==> src/rtl/serial_add_pkg.sv <==
// Shared types for the bit-serial adder: FSM states, full-adder cell I/O structs
// and the default operand width.
package serial_add_pkg;

  localparam int DEFAULT_WIDTH = 8;

  typedef enum logic [1:0] {
    IDLE = 2'd0,
    RUN  = 2'd1,
    DONE = 2'd2
  } state_t;

  typedef struct packed {
    logic a;
    logic b;
    logic cin;
  } cell_in_t;

  typedef struct packed {
    logic sum;
    logic carry;
  } cell_out_t;

endpackage

==> src/rtl/serial_add_ctrl_fa_cell.sv <==
// Combinational 1-bit full adder operating on the package cell structs.
module fa_cell
  import serial_add_pkg::*;
(
  input  cell_in_t  cell_in,
  output cell_out_t cell_out
);

  assign cell_out.sum   = cell_in.a ^ cell_in.b ^ cell_in.cin;
  assign cell_out.carry = (cell_in.a & cell_in.b) | (cell_in.cin & (cell_in.a ^ cell_in.b));

endmodule

==> src/rtl/serial_add_ctrl.sv <==
// Bit-serial adder controller: one full-adder cell adds two WIDTH-bit operands LSB-first.
// Optional signed-overflow output out_ovf is built when SERIAL_ADD_OVF_EN is defined.
module serial_add_ctrl
  import serial_add_pkg::*;
#(
  parameter int WIDTH = DEFAULT_WIDTH
) (
  input  logic             clk,
  input  logic             rst_n,
  input  logic             in_valid,
  output logic             in_ready,
  input  logic [WIDTH-1:0] in_a,
  input  logic [WIDTH-1:0] in_b,
  input  logic             in_cin,
  output logic             out_valid,
  input  logic             out_ready,
  output logic [WIDTH-1:0] out_sum,
  output logic             out_cout,
`ifdef SERIAL_ADD_OVF_EN
  output logic             out_ovf,
`endif
  output logic             busy
);

  localparam int CNT_W = $clog2(WIDTH);
  localparam logic [CNT_W-1:0] LAST_BIT = CNT_W'(WIDTH - 1);

  state_t           state;
  logic [WIDTH-1:0] a_sr;
  logic [WIDTH-1:0] b_sr;
  logic [WIDTH-1:0] res_sr;
  logic             carry;
  logic [CNT_W-1:0] cnt;
  cell_in_t         cell_in;
  cell_out_t        cell_out;

`ifdef SERIAL_ADD_OVF_EN
  // Carry into the MSB, captured while the last bit is being added.
  logic msb_cin;
  assign out_ovf = msb_cin ^ carry;
`endif

  assign cell_in.a   = a_sr[0];
  assign cell_in.b   = b_sr[0];
  assign cell_in.cin = carry;

  fa_cell u_fa_cell (
    .cell_in  (cell_in),
    .cell_out (cell_out)
  );

  assign out_sum  = res_sr;
  assign out_cout = carry;

  always_ff @(posedge clk or negedge rst_n) begin
    if (!rst_n) begin
      state     <= IDLE;
      a_sr      <= '0;
      b_sr      <= '0;
      res_sr    <= '0;
      carry     <= 1'b0;
      cnt       <= '0;
      in_ready  <= 1'b1;
      out_valid <= 1'b0;
      busy      <= 1'b0;
`ifdef SERIAL_ADD_OVF_EN
      msb_cin   <= 1'b0;
`endif
    end else begin
      case (state)
        IDLE: begin
          if (in_valid) begin
            a_sr     <= in_a;
            b_sr     <= in_b;
            carry    <= in_cin;
            cnt      <= '0;
            state    <= RUN;
            in_ready <= 1'b0;
            busy     <= 1'b1;
          end
        end
        RUN: begin
          // Sum bits enter at the MSB so after WIDTH shifts bit 0 lands at the LSB.
          res_sr <= {cell_out.sum, res_sr[WIDTH-1:1]};
          carry  <= cell_out.carry;
          a_sr   <= a_sr >> 1;
          b_sr   <= b_sr >> 1;
          if (cnt == LAST_BIT) begin
            state     <= DONE;
            out_valid <= 1'b1;
`ifdef SERIAL_ADD_OVF_EN
            msb_cin   <= carry;
`endif
          end else begin
            cnt <= cnt + CNT_W'(1);
          end
        end
        DONE: begin
          if (out_ready) begin
            state     <= IDLE;
            out_valid <= 1'b0;
            busy      <= 1'b0;
            in_ready  <= 1'b1;
          end
        end
        default: begin
          state     <= IDLE;
          out_valid <= 1'b0;
          busy      <= 1'b0;
          in_ready  <= 1'b1;
        end
      endcase
    end
  end

endmodule

==> config.mk <==
export PLATFORM = sky130hd
export DESIGN_NAME = serial_add_ctrl
export DESIGN_NICKNAME = d
export VERILOG_FILES = /design/src/rtl/serial_add_pkg.sv /design/src/rtl/serial_add_ctrl_fa_cell.sv /design/src/rtl/serial_add_ctrl.sv
export SDC_FILE = /design/constraint.sdc
export NUM_CORES = 1
export LEC_CHECK = 0
export ABC_AREA = 1
export CORE_MARGIN = 5
export CORE_UTILIZATION = 54
export CTS_CLUSTER_SIZE = 8
export DETAILED_ROUTE_END_ITERATION = 16
export GPL_ROUTABILITY_DRIVEN = 0
export PLACE_DENSITY = 0.84
export SLEW_MARGIN = 20
export SYNTH_ARGS = -nofsm -noshare
export SYNTH_HDL_FRONTEND = slang
export SYNTH_SLANG_ARGS = --single-unit
==> constraint.sdc <==
create_clock -name clk -period 3.2 [get_ports clk]
set_input_delay 0.96 -clock clk [delete_from_list [all_inputs] [get_ports clk]]
set_output_delay 0.96 -clock clk [all_outputs]
set_load 0.05 [all_outputs]
==> metrics.txt <==
status completed; routed len/inst approximately 12 um; share of cells above drive strength 1 about 6%; Area contributors post-synth dfrtp_1, nand2_1, nand3_1; crit start category register; die height between 60 and 70 um; final period utilization ~80%; CP max FO 2; Post-Layout Cell Count 260; synthesized area per cell 8.23 um^2; Seq cells post-synth 33; Root Driver clkbuf_4; worst endpoint required time approximately 2.2 ns; vias per cell approximately 5.0; Starting DRT DRC Count 55; filler cell count between 200 and 250; Rows 19; FF-to-FF path depth 4; via count roughly 1300; Slew HR between 40 and 50%; RSZ-0062 raised after global routing false; crit path kind register to primary output; routed wl met3 ~130 um; Post-Route WL 3.07 mm; Tot Pwr ~0.0019 W; post-route cell area between 1500 and 2000 um^2; commonest non-fill, non-tap cell in the layout nand2_1; core area between 2000 and 3000 um^2; CP Capture Type primary output; Clock Sinks 33; CTS buffer count 5; post-CTS resize count 0; WL met1 about 1.4 mm; CP endpoint in_ready; wire length on met2 around 1.5 mm; Worst VDD drop ~530 uV; Clock Latency Late Sink between 0.3 and 0.4 ns; most frequent cells in the layout nand2_1, dfrtp_1, clkdlybuf4s50_1, nand3_1, inv_1; Worst Hold Class register to register; Residual DRC 0; critical path buffer and inverter count 1; max layer used met4; YS warnings 0; Cells after Synth roughly 200; compound-gate portion of the synthesized area a little under 4%; Synth-to-Final Area Change 21.4%; Final nets 252; multiplexer share of the synthesized area 0%; placed inst area around 1900 um^2; gr ovfl total 0; GR Util All Layers roughly 16%; first-pass GRT wire length 5.17 mm; Syn Nets approximately 220; Max-Cap Viols 0; Final Util between 60% and 70%; dpl cells between 200 and 300; depth of the CTS H-tree 2; CP max-delay cell clkdlybuf4s50_1; largest family of logic cells by synthesized area simple AND/OR/NAND/NOR gates; worst path cell trace clkdlybuf4s50_1; total iterations of the first detailed-routing run 4; I/O Buffers 32; Simple-Gate Fraction of Synth Area approximately a third; maximum buffer depth of the clock tree 2; final number of setup-violating endpoints 0; Final ANT Viol Nets 0; vias in the first global route 1197; minimum clock period around 2.6 ns; post-DP HPWL around 2.1 mm; initial antenna violation count 0; delay-heaviest family, CP buffers and inverters; share of the synthesized area in the top cell type between 40 and 50%; Netlist cell types 20; reg-to-reg endpoint a_sr[6]$_DFFE_PN0P_; fin. max-slew vios 0; clk slew on worst S/H paths around 0.09 ns; starting density of the core ~57%; Slew @ Worst Pin ~0.84 ns; adder and majority gate portion of the synthesized area under 10%; Setup crit start in_ready$_DFFE_PN1P_; post-CTS setup buffer count 0; worst hold start in_ready$_DFFE_PN1P_; P_leak just over 1 nW; number of diodes 0; Arr. time, crit path ~1.7 ns; cell taking the most area after synthesis dfrtp_1; CTS tree yes; largest net degree at the start of global routing 34; Fmax 383 MHz; R2R setup slack 1.48 ns; CP max stage delay 0.79 ns; RR Startpoint state[0]$_DFFE_PN0P_; Worst Clk Skew around 0.0063 ns; WP depth 1; hold_buf cts 0; Seq/Total Area, Yosys 51.5%; synthesized cell area 1610 um^2; area of the die 4160 um^2; Boundary Pins 33; final hold vios 0; Post-Synth XOR/XNOR Area 0%; power per cell area ~1000 nW/um^2; Die X between 60 and 70 um; Setup TNS Final 0 ns
[power by group]
part	internal, W	switching [W]
sequential	0.000600	0.000145
clock	0.0000874	0.000127
combinational	0.000342	0.000640
[Yosys cell counts]
cell type  count
dfrtp_1       32
o21ai_1        5
o21ai_0        3
inv_1          9
nand2_8        1
buf_6          6
o21ai_4        1
clkinv_1       1
nor2_2         1
fa_1           1
nand3_1       19
buf_2          1
nand4_1        1
o21bai_1       1
nand3b_1       1
inv_4          3
ha_1           2
dfstp_2        1
nand2_4        1
nand2_1      105
[layer usage]
metal	global-route usage, %	up-vias
met5	0	-
met1	20.8	599
met4	10.3	0
met2	25.0	25
li1	-	675
met3	3.45	8
[flip-flops by register name (all words and copies together), names as in the netlist]
signal,count
out_sum,8
out_valid,1
a_sr,8
cnt,3
b_sr,8
out_cout,1
in_ready,1
busy,1
state,2
[stage by stage]
stage               hold WS [ns]  setup WS (ns)
floorplan                  0.449           1.58
global placement           0.455          0.882
detailed placement         0.465          0.853
CTS                        0.478          0.570
global route               0.513          0.533
finish                     0.472          0.586
[how the worst min path moves through the flow]
stage                                      end  depth (start not counted)
after detailed placement  in_ready$_DFFE_PN1P_                          2
after global routing       b_sr[1]$_DFFE_PN0P_                          2
after CTS                 in_ready$_DFFE_PN1P_                          2
after floorplan            a_sr[1]$_DFFE_PN0P_                          2
final                     in_ready$_DFFE_PN1P_                          2
after global placement    in_ready$_DFFE_PN1P_                          2
[area by class of cell]
type / instances / area [um^2] / area share (%)
timing repair buffer: 33 / 328 / 16.8
sequential: 33 / 827 / 42.5
tap: 31 / 38.8 / 1.99
multi-input combinational: 142 / 649 / 33.3
inverter: 13 / 56.3 / 2.89
clock buffer: 8 / 48.8 / 2.50
[kinds of logic after synthesis]
family,count (synthesis)
buffers and inverters,20
and+or+nand+nor,129
adders and majority gates,3
AOI/OAI and AO/OA,10
DFF,33
(Power assumes the default switching activity.)
